## src/rtl/id_ex_stage.sv

```systemverilog
// rtl/id_ex_stage.sv - ID/EX pipeline register with execute-stage operand forwarding and selection
module id_ex_stage #(
  parameter int DATA_W = 32,
  parameter int REG_W  = 5,
  parameter int ALUC_W = 3
) (
  input  logic              clk,
  input  logic              rst_n,
  input  logic              stallE,
  input  logic              flushE,
  input  logic [DATA_W-1:0] RD1D,
  input  logic [DATA_W-1:0] RD2D,
  input  logic [DATA_W-1:0] SignImmD,
  input  logic [REG_W-1:0]  rsD,
  input  logic [REG_W-1:0]  rtD,
  input  logic [REG_W-1:0]  rdD,
  input  logic              RegWriteD,
  input  logic              MemtoRegD,
  input  logic              MemWriteD,
  input  logic              ALUSrcD,
  input  logic              RegDstD,
  input  logic [ALUC_W-1:0] ALUControlD,
  input  logic [1:0]        forwardAE,
  input  logic [1:0]        forwardBE,
  input  logic [DATA_W-1:0] ALUOutM,
  input  logic [DATA_W-1:0] ResultW,
  output logic [REG_W-1:0]  rsE,
  output logic [REG_W-1:0]  rtE,
  output logic [REG_W-1:0]  WriteRegE,
  output logic [DATA_W-1:0] SrcAE,
  output logic [DATA_W-1:0] SrcBE,
  output logic [DATA_W-1:0] WriteDataE,
  output logic              RegWriteE,
  output logic              MemtoRegE,
  output logic              MemWriteE,
  output logic [ALUC_W-1:0] ALUControlE,
  output logic              validE
);

  logic [DATA_W-1:0] rd1_q, rd1_d, rd2_q, rd2_d, imm_q, imm_d;
  logic [REG_W-1:0]  rs_q, rs_d, rt_q, rt_d, rd_q, rd_d;
  logic              regwrite_q, regwrite_d, memtoreg_q, memtoreg_d, memwrite_q, memwrite_d;
  logic              alusrc_q, alusrc_d, regdst_q, regdst_d, valid_q, valid_d;
  logic [ALUC_W-1:0] aluc_q, aluc_d;

  // Next-state: flush clears everything to a register-0 bubble, stall holds, else load Decode
  always_comb begin
    rd1_d      = rd1_q;
    rd2_d      = rd2_q;
    imm_d      = imm_q;
    rs_d       = rs_q;
    rt_d       = rt_q;
    rd_d       = rd_q;
    regwrite_d = regwrite_q;
    memtoreg_d = memtoreg_q;
    memwrite_d = memwrite_q;
    alusrc_d   = alusrc_q;
    regdst_d   = regdst_q;
    aluc_d     = aluc_q;
    valid_d    = valid_q;
    if (flushE) begin
      rd1_d      = '0;
      rd2_d      = '0;
      imm_d      = '0;
      rs_d       = '0;
      rt_d       = '0;
      rd_d       = '0;
      regwrite_d = 1'b0;
      memtoreg_d = 1'b0;
      memwrite_d = 1'b0;
      alusrc_d   = 1'b0;
      regdst_d   = 1'b0;
      aluc_d     = '0;
      valid_d    = 1'b0;
    end else if (!stallE) begin
      rd1_d      = RD1D;
      rd2_d      = RD2D;
      imm_d      = SignImmD;
      rs_d       = rsD;
      rt_d       = rtD;
      rd_d       = rdD;
      regwrite_d = RegWriteD;
      memtoreg_d = MemtoRegD;
      memwrite_d = MemWriteD;
      alusrc_d   = ALUSrcD;
      regdst_d   = RegDstD;
      aluc_d     = ALUControlD;
      valid_d    = 1'b1;
    end
  end

  // E-stage state register with asynchronous clear
  always_ff @(posedge clk or negedge rst_n) begin
    if (!rst_n) begin
      rd1_q      <= '0;
      rd2_q      <= '0;
      imm_q      <= '0;
      rs_q       <= '0;
      rt_q       <= '0;
      rd_q       <= '0;
      regwrite_q <= 1'b0;
      memtoreg_q <= 1'b0;
      memwrite_q <= 1'b0;
      alusrc_q   <= 1'b0;
      regdst_q   <= 1'b0;
      aluc_q     <= '0;
      valid_q    <= 1'b0;
    end else begin
      rd1_q      <= rd1_d;
      rd2_q      <= rd2_d;
      imm_q      <= imm_d;
      rs_q       <= rs_d;
      rt_q       <= rt_d;
      rd_q       <= rd_d;
      regwrite_q <= regwrite_d;
      memtoreg_q <= memtoreg_d;
      memwrite_q <= memwrite_d;
      alusrc_q   <= alusrc_d;
      regdst_q   <= regdst_d;
      aluc_q     <= aluc_d;
      valid_q    <= valid_d;
    end
  end

  // Forwarding muxes; code 11 is reserved and falls back to the register value
  always_comb begin
    case (forwardAE)
      2'b10:   SrcAE = ALUOutM;
      2'b01:   SrcAE = ResultW;
      default: SrcAE = rd1_q;
    endcase
    case (forwardBE)
      2'b10:   WriteDataE = ALUOutM;
      2'b01:   WriteDataE = ResultW;
      default: WriteDataE = rd2_q;
    endcase
  end

  // Immediate bypasses forwarding; destination picked by instruction format
  assign SrcBE       = alusrc_q ? imm_q : WriteDataE;
  assign WriteRegE   = regdst_q ? rd_q : rt_q;
  assign rsE         = rs_q;
  assign rtE         = rt_q;
  assign RegWriteE   = regwrite_q;
  assign MemtoRegE   = memtoreg_q;
  assign MemWriteE   = memwrite_q;
  assign ALUControlE = aluc_q;
  assign validE      = valid_q;

endmodule

```

## config.mk

```make
export PLATFORM = sky130hd
export DESIGN_NAME = id_ex_stage
export DESIGN_NICKNAME = d
export VERILOG_FILES = /design/src/rtl/id_ex_stage.sv
export SDC_FILE = /design/constraint.sdc
export NUM_CORES = 1
export LEC_CHECK = 0
export ABC_AREA = 1
export BUFFER_PORTS_ARGS = -buffer_cell sky130_fd_sc_hd__buf_2
export CORE_UTILIZATION = 44
export DETAILED_ROUTE_END_ITERATION = 10
export GPL_TIMING_DRIVEN = 0
export HOLD_SLACK_MARGIN = 0.06
export PLACE_DENSITY_LB_ADDON = 0.15
export SLEW_MARGIN = 20
export SYNTH_ARGS = -nofsm -noshare
export SYNTH_HDL_FRONTEND = slang
export SYNTH_SLANG_ARGS = --single-unit
```

## constraint.sdc

```tcl
create_clock -name clk -period 1.4 [get_ports clk]
set_clock_uncertainty 0.1 [all_clocks]
set_input_delay 0.28 -clock clk [delete_from_list [all_inputs] [get_ports clk]]
set_output_delay 0.28 -clock clk [all_outputs]
set_load 0.01 [all_outputs]
```

==> results of run 1 <==
==> worst min path at each step <==
stage	endpoint	slack [ps]	depth (start not counted)
floorplan	ALUControlE[0]	-120	0
global placement	validE	380	2
detailed placement	imm_q[17]	140	1
CTS	rd1_q[7]	230	4
global route	rd1_q[8]	260	4
finish	rd1_q[8]	250	4
==> power by group through the flow <==
stage                     Combinational [mW]  Sequential [mW]  Clock, mW
after floorplan                         1.96             3.90          0
after global placement                  3.25             3.91          0
after detailed placement                3.29             3.92          0
after CTS                               4.86             3.87       4.55
after global routing                    5.59             3.92       4.73
final                                   5.34             3.90       4.60
==> critical path: stages, from the launching register on <==
cell     delay, ps
dfrtp_2        420
inv_4           90
buf_12         130
buf_12         150
nand3_2         80
nand2_2        100
buf_6          100
==> cells in the mapped netlist <==
| cell type | number | share of area, % |
|---|---|---|
| a21oi_1 | 65 | 4.5 |
| and2_1 | 32 | 2.7 |
| buf_2 | 47 | 3.2 |
| buf_4 | 16 | 1.6 |
| buf_6 | 11 | 1.7 |
| buf_8 | 4 | 0.82 |
| clkbuf_1 | 3 | 0.15 |
| clkbuf_2 | 1 | 0.069 |
| dfrtp_1 | 120 | 41 |
| ha_1 | 4 | 0.69 |
| inv_1 | 44 | 2.3 |
| inv_2 | 2 | 0.10 |
| nand2_1 | 278 | 14 |
| nand2_4 | 1 | 0.15 |
| nand3_1 | 234 | 16 |
| nand3_2 | 30 | 4.1 |
| nor2_1 | 32 | 1.6 |
| o21ai_0 | 12 | 0.82 |
| o21ai_1 | 1 | 0.069 |
| o21ai_2 | 30 | 3.6 |
==> flip-flops by register name, indices dropped and copies added (netlist names) <==
name,cells
validE,1
rtE,5
rd2_q,32
imm_q,32
RegWriteE,1
alusrc_q,1
MemtoRegE,1
rsE,5
regdst_q,1
rd_q,5
rd1_q,32
MemWriteE,1
ALUControlE,3
==> layout make-up <==
cell class	count	share of cell area, %
Antenna cell	4	0.0708
Clock inverter	15	1.26
Timing Repair Buffer	477	28.7
Clock buffer	17	3.01
Inverter	46	1.49
Sequential cell	120	21.3
Buffer	74	5.31
Tap cell	216	1.91
Multi-Input combinational cell	719	37.0
==> repair_timing <==
item | CTS | global route
resized for setup | 322 | 119
hold buffers | 121 | 0
buffers inserted | 26 | 10
endpoints found under the setup margin | 101 | 101
endpoints found under the hold margin | 175 | 0
pin swaps | 89 | 76
gates cloned | 16 | 1
==> per-stage QoR <==
step / cells / hold WS [ps]
after detailed placement: 1492 / 135
after CTS: 1684 / 226
final: 1688 / 246
after floorplan: 967 / -116
after global placement: 1491 / 379
after global routing: 1687 / 260
==> layer usage <==
layer / track usage, % / vias up
li1: - / 4186
met1: 51.6 / 4738
met3: 14.5 / 249
met2: 72.0 / 875
met4: 29.8 / 2
met5: 0 / -
==> kinds of logic (layout without fill, tap and decap cells) <==
group / Yosys count / count (layout)
flip-flops: 120 / 120
AND/OR/NAND/NOR: 607 / 607
buffers and inverters: 128 / 629
adder cells (fa/ha/maj): 4 / 4
AO/OA/AOI/OAI: 108 / 108
other: 0 / 4
==> metrics, run 1 <==
Crit path required time=slightly above 1000 ps; Core ar.=16,000 µm²; Worst-path clk slew=approximately 60 ps; number of global-route vias before repair=roughly 10,000; Worst Setup EP=SrcBE[1]; largest family of logic cells by synthesized area=simple AND/OR/NAND/NOR gates; area of the multi-input gates=roughly 5200 µm²; Initial DRT Pass Iterations=5; metal2 WL=approximately 19,000 µm; Seq/Total Area, Yosys=41.2%; nets@finish=approximately 1,700; combinational power share=a little under 40%; via density per instance=about 6; total grt overflow=0; cell internal pwr=slightly above 9 mW; Final period util=136%; commonest cells after routing, fill and taps aside=263 x buf_2, 174 x nand2_1, 174 x nand3_1, 121 x dlygate4sd3_1, 118 x dfrtp_1; Distinct cells, synth=20; global-route wire length before repair=55,700 µm; slew margin rel.=67.9%; final design utilization=about nine tenths; dpl cell area=9800 µm²; synthesis-stage register bit count=120; Max clock buf depth=2; Wirelength per Cell=about 24 µm; Final Critical Period=about 1900 ps; DRC Markers=0; Reg power frac=approximately 28%; clk_lat worst skew=roughly 430 ps; CP Capture Type=output port; sw frac=34.4%; final count of negative-setup-slack endpoints=between 100 and 150; initial drt markers=between 1,000 and 1,500; fmax=between 0.5 and 0.6 GHz; Num CTS Buffers=17; register area=3010 µm²; Post-Synthesis Cell Area=7280 µm²; Metal-1 WL=roughly 14,000 µm; worst IR drop on VDD=roughly 0.89 mV; routed vias=around 10,000; Final Hold Fails=0; P_sw=between 4 and 5 mW; YS warnings=0; total of max-cap violations=0; largest net degree at the start of global routing=66; crit path from=alusrc_q; die area=17,100 µm²; TNS Setup=-39,320 ps; Worst Setup Start Kind=flop; metal3 WL=4590 µm; WP data arrival=roughly 1500 ps; uppermost layer routed=met5; fillcell total=777; outcome=complete, but fails checks; Port Buffers=approximately 300; hold path start=stallE; syn_area_per_cell=7.53 µm²; root buf cell=clkbuf_16; Synth Area in Adders=less than 1%; routability cong.=between 0.9 and 1; synth-to-layout area growth=94.1%; Compound-Gate Fraction of Synth Area=8.97%; final wirelength=40,000 µm; Die H=about 130 µm; Final Cell Area=around 14,000 µm²; pre-CTS setup slack=-561 ps; post-route ant nets=0; CTS tree=done; worst r2r path cells=4; Max H-tree Level=4; xor and xnor fraction of the mapped netlist area=0%; Final Max Tran Viols=0; chip width=131 µm; initial antenna violation count=3; failing checks=negative setup slack; Critical Path Fanout Max=10; I/O pin cnt=between 300 and 400; Final Power=between 10 and 15 mW; simple-gate share of the synthesized area=39.1%; Clock power frac=33.2%; P_leak=roughly 7.1 nW; HP Class=input port to flop; Worst Slack Setup Final=-507 ps; CP Class=flop to output port; most common cell after layout, fill and taps aside=buf_2; net count after synthesis=1,162; power per cell area=about 1000 nW/µm²; number of standard cells after synthesis=around 970; r2r endpoint=regdst_q; reg2reg start=regdst_q; # rows=46; ratio of cells with drive above 1 in the final layout=55.9%; Post-DP HPWL=22,000 µm; fraction of synthesized area in multiplexers=0%; clk sinks=120; Initial Util=45.5%; Total Routing Usage GR=approximately 45%; RSZ-0062 raised after global routing=yes; worst-margin pin slew=481 ps; R2R Setup Slk=about 240 ps
Power figures use the tool's default switching activity.
==> inputs of run 2 (changes only) <==
SKIP_LAST_GASP = 1   (was unset)
==> metrics, run 2 (synthesis results as in run 1) <==
uppermost layer routed=met5; CP Capture Type=output port; Placed Cells=about 1,500; I/O pin cnt=309; die area=around 17,000 µm²; Final Critical Period=between 1500 and 2000 ps; worst-margin pin slew=509 ps; Metal-1 WL=14,300 µm; Worst Setup EP=SrcBE[10]; chip width=131 µm; DRC Markers=0; Post-DP HPWL=22,000 µm; RSZ-0062 raised after global routing=yes; nets@finish=1,656; Cell Count, Final, Fillers Out=1,694; post-route ant nets=0; Critical Path Fanout Max=5; clk_lat worst skew=~430 ps; total grt overflow=0; Final Hold Fails=0; initial antenna violation count=4; CTS tree=done; # rows=46; synth-to-layout area growth=95.8%; Initial DRT Pass Iterations=6; power per cell area=981 nW/µm²; via density per instance=roughly 6.0; metal2 WL=~18,000 µm; root buf cell=clkbuf_16; number of global-route vias before repair=about 9,800; HP Class=input port to async pin; Max clock buf depth=2; Num CTS Buffers=17; Crit path required time=roughly 1000 ps; slew margin rel.=around 66%; Final period util=137%; reg2reg start=regdst_q; r2r endpoint=regdst_q; TNS Setup=-39,500 ps; CP Class=flop to output port; P_leak=around 7.1 nW; Initial Util=45.5%; final count of negative-setup-slack endpoints=about 100; Port Buffers=between 300 and 400; fmax=between 0.5 and 0.6 GHz; Worst Setup Start Kind=flop; outcome=complete, but fails checks; clk sinks=120; routability cong.=approximately 0.9; initial drt markers=roughly 1,200; worst r2r path cells=4; global-route wire length before repair=roughly 56,000 µm; R2R Setup Slk=between 200 and 300 ps; total of max-cap violations=0; Wirelength per Cell=roughly 24 µm; metal3 WL=about 5200 µm; Final Max Tran Viols=0; top flop regs=imm_q x32, rd1_q x32, rd2_q x32; commonest cells after routing, fill and taps aside=265 x buf_2, 174 x nand2_1, 173 x nand3_1, 121 x dlygate4sd3_1, 118 x dfrtp_1; failing checks=negative setup slack; Max H-tree Level=4; routed vias=approximately 10,000; Worst-path clk slew=approximately 60 ps; ratio of cells with drive above 1 in the final layout=between 50 and 60%; final wirelength=41,200 µm; Final Power=roughly 14 mW; Die H=roughly 130 µm; Worst Slack Setup Final=-512 ps; Total Routing Usage GR=45.6%; Core ar.=~16,000 µm²; worst IR drop on VDD=a little under 0.9 mV; crit path from=alusrc_q; largest net degree at the start of global routing=between 60 and 70; WP data arrival=between 1500 and 2000 ps; most common cell after layout, fill and taps aside=buf_2
[run 2: changes by cell type in the layout (fill, tap and decap cells not counted), sizes merged]
cell	previous run	this run
buf	423	430
clkbuf	23	22
[run 2: how the worst min path moves through the flow]
| stage | cells past startpoint | from | end |
|---|---|---|---|
| floorplan | 0 | rst_n | ALUControlE[0] |
| detailed placement | 1 | rst_n | imm_q[17] |
| global route | 4 | stallE | rd1_q[8] |
| global placement | 2 | flushE | validE |
| finish | 2 | rst_n | imm_q[17] |
| CTS | 4 | stallE | rd1_q[7] |
[run 2: through the flow]
stage	worst slack, ps	hold WS (ps)	area, µm²	utilization [%]
4_1_cts	-467	226	13600	85.2
6_report	-512	235	14300	89.1
3_3_place_gp	-1700	379	9760	61.0
3_5_place_dp	-561	135	9800	61.2
5_1_grt	-589	263	14200	89.0
2_1_floorplan	-34.8	-116	7950	-
[run 2: power breakdown]
group | leakage [nW] | internal, mW | switching (mW) | total, mW
registers | 1.55 | 3.72 | 0.184 | 3.91
clock network | 0.282 | 2.80 | 1.81 | 4.61
logic | 5.24 | 2.60 | 2.87 | 5.47
total | 7.07 | 9.12 | 4.87 | 14.0
[run 2: layout make-up]
| type | instances | area (µm²) |
|---|---|---|
| Antenna cell | 4 | 10.0 |
| Buffer | 76 | 777 |
| Clock buffer | 17 | 425 |
| Clock inverter | 15 | 178 |
| Fill cell | 739 | 1750 |
| Inverter | 46 | 210 |
| Multi-Input combinational cell | 719 | 5310 |
| Sequential cell | 120 | 3010 |
| Tap cell | 216 | 270 |
| Timing Repair Buffer | 481 | 4070 |
[run 2: worst max-delay path, stage by stage, from the launching register on]
cell and delay [ps]:
dfrtp_2 420, inv_4 90, buf_12 140, clkbuf_16 160, nand3_4 80, nand2_2 90
buf_6 100
[run 2: repair_timing]
item / in CTS / in global routing
hold buffers: 121 / 0
pin swaps: 74 / 96
resized for setup: 297 / 152
setup buffers: 26 / 14
hold endpoints to repair: 175 / 0
endpoints found under the setup margin: 101 / 101
cloned: 16 / 2
[run 2: per-layer routing]
| metal | vias up | GRT usage [%] |
|---|---|---|
| li1 | 4201 | - |
| met1 | 4818 | 54.4 |
| met2 | 858 | 71.6 |
| met3 | 274 | 16.9 |
| met4 | 6 | 24.2 |
| met5 | - | 0 |
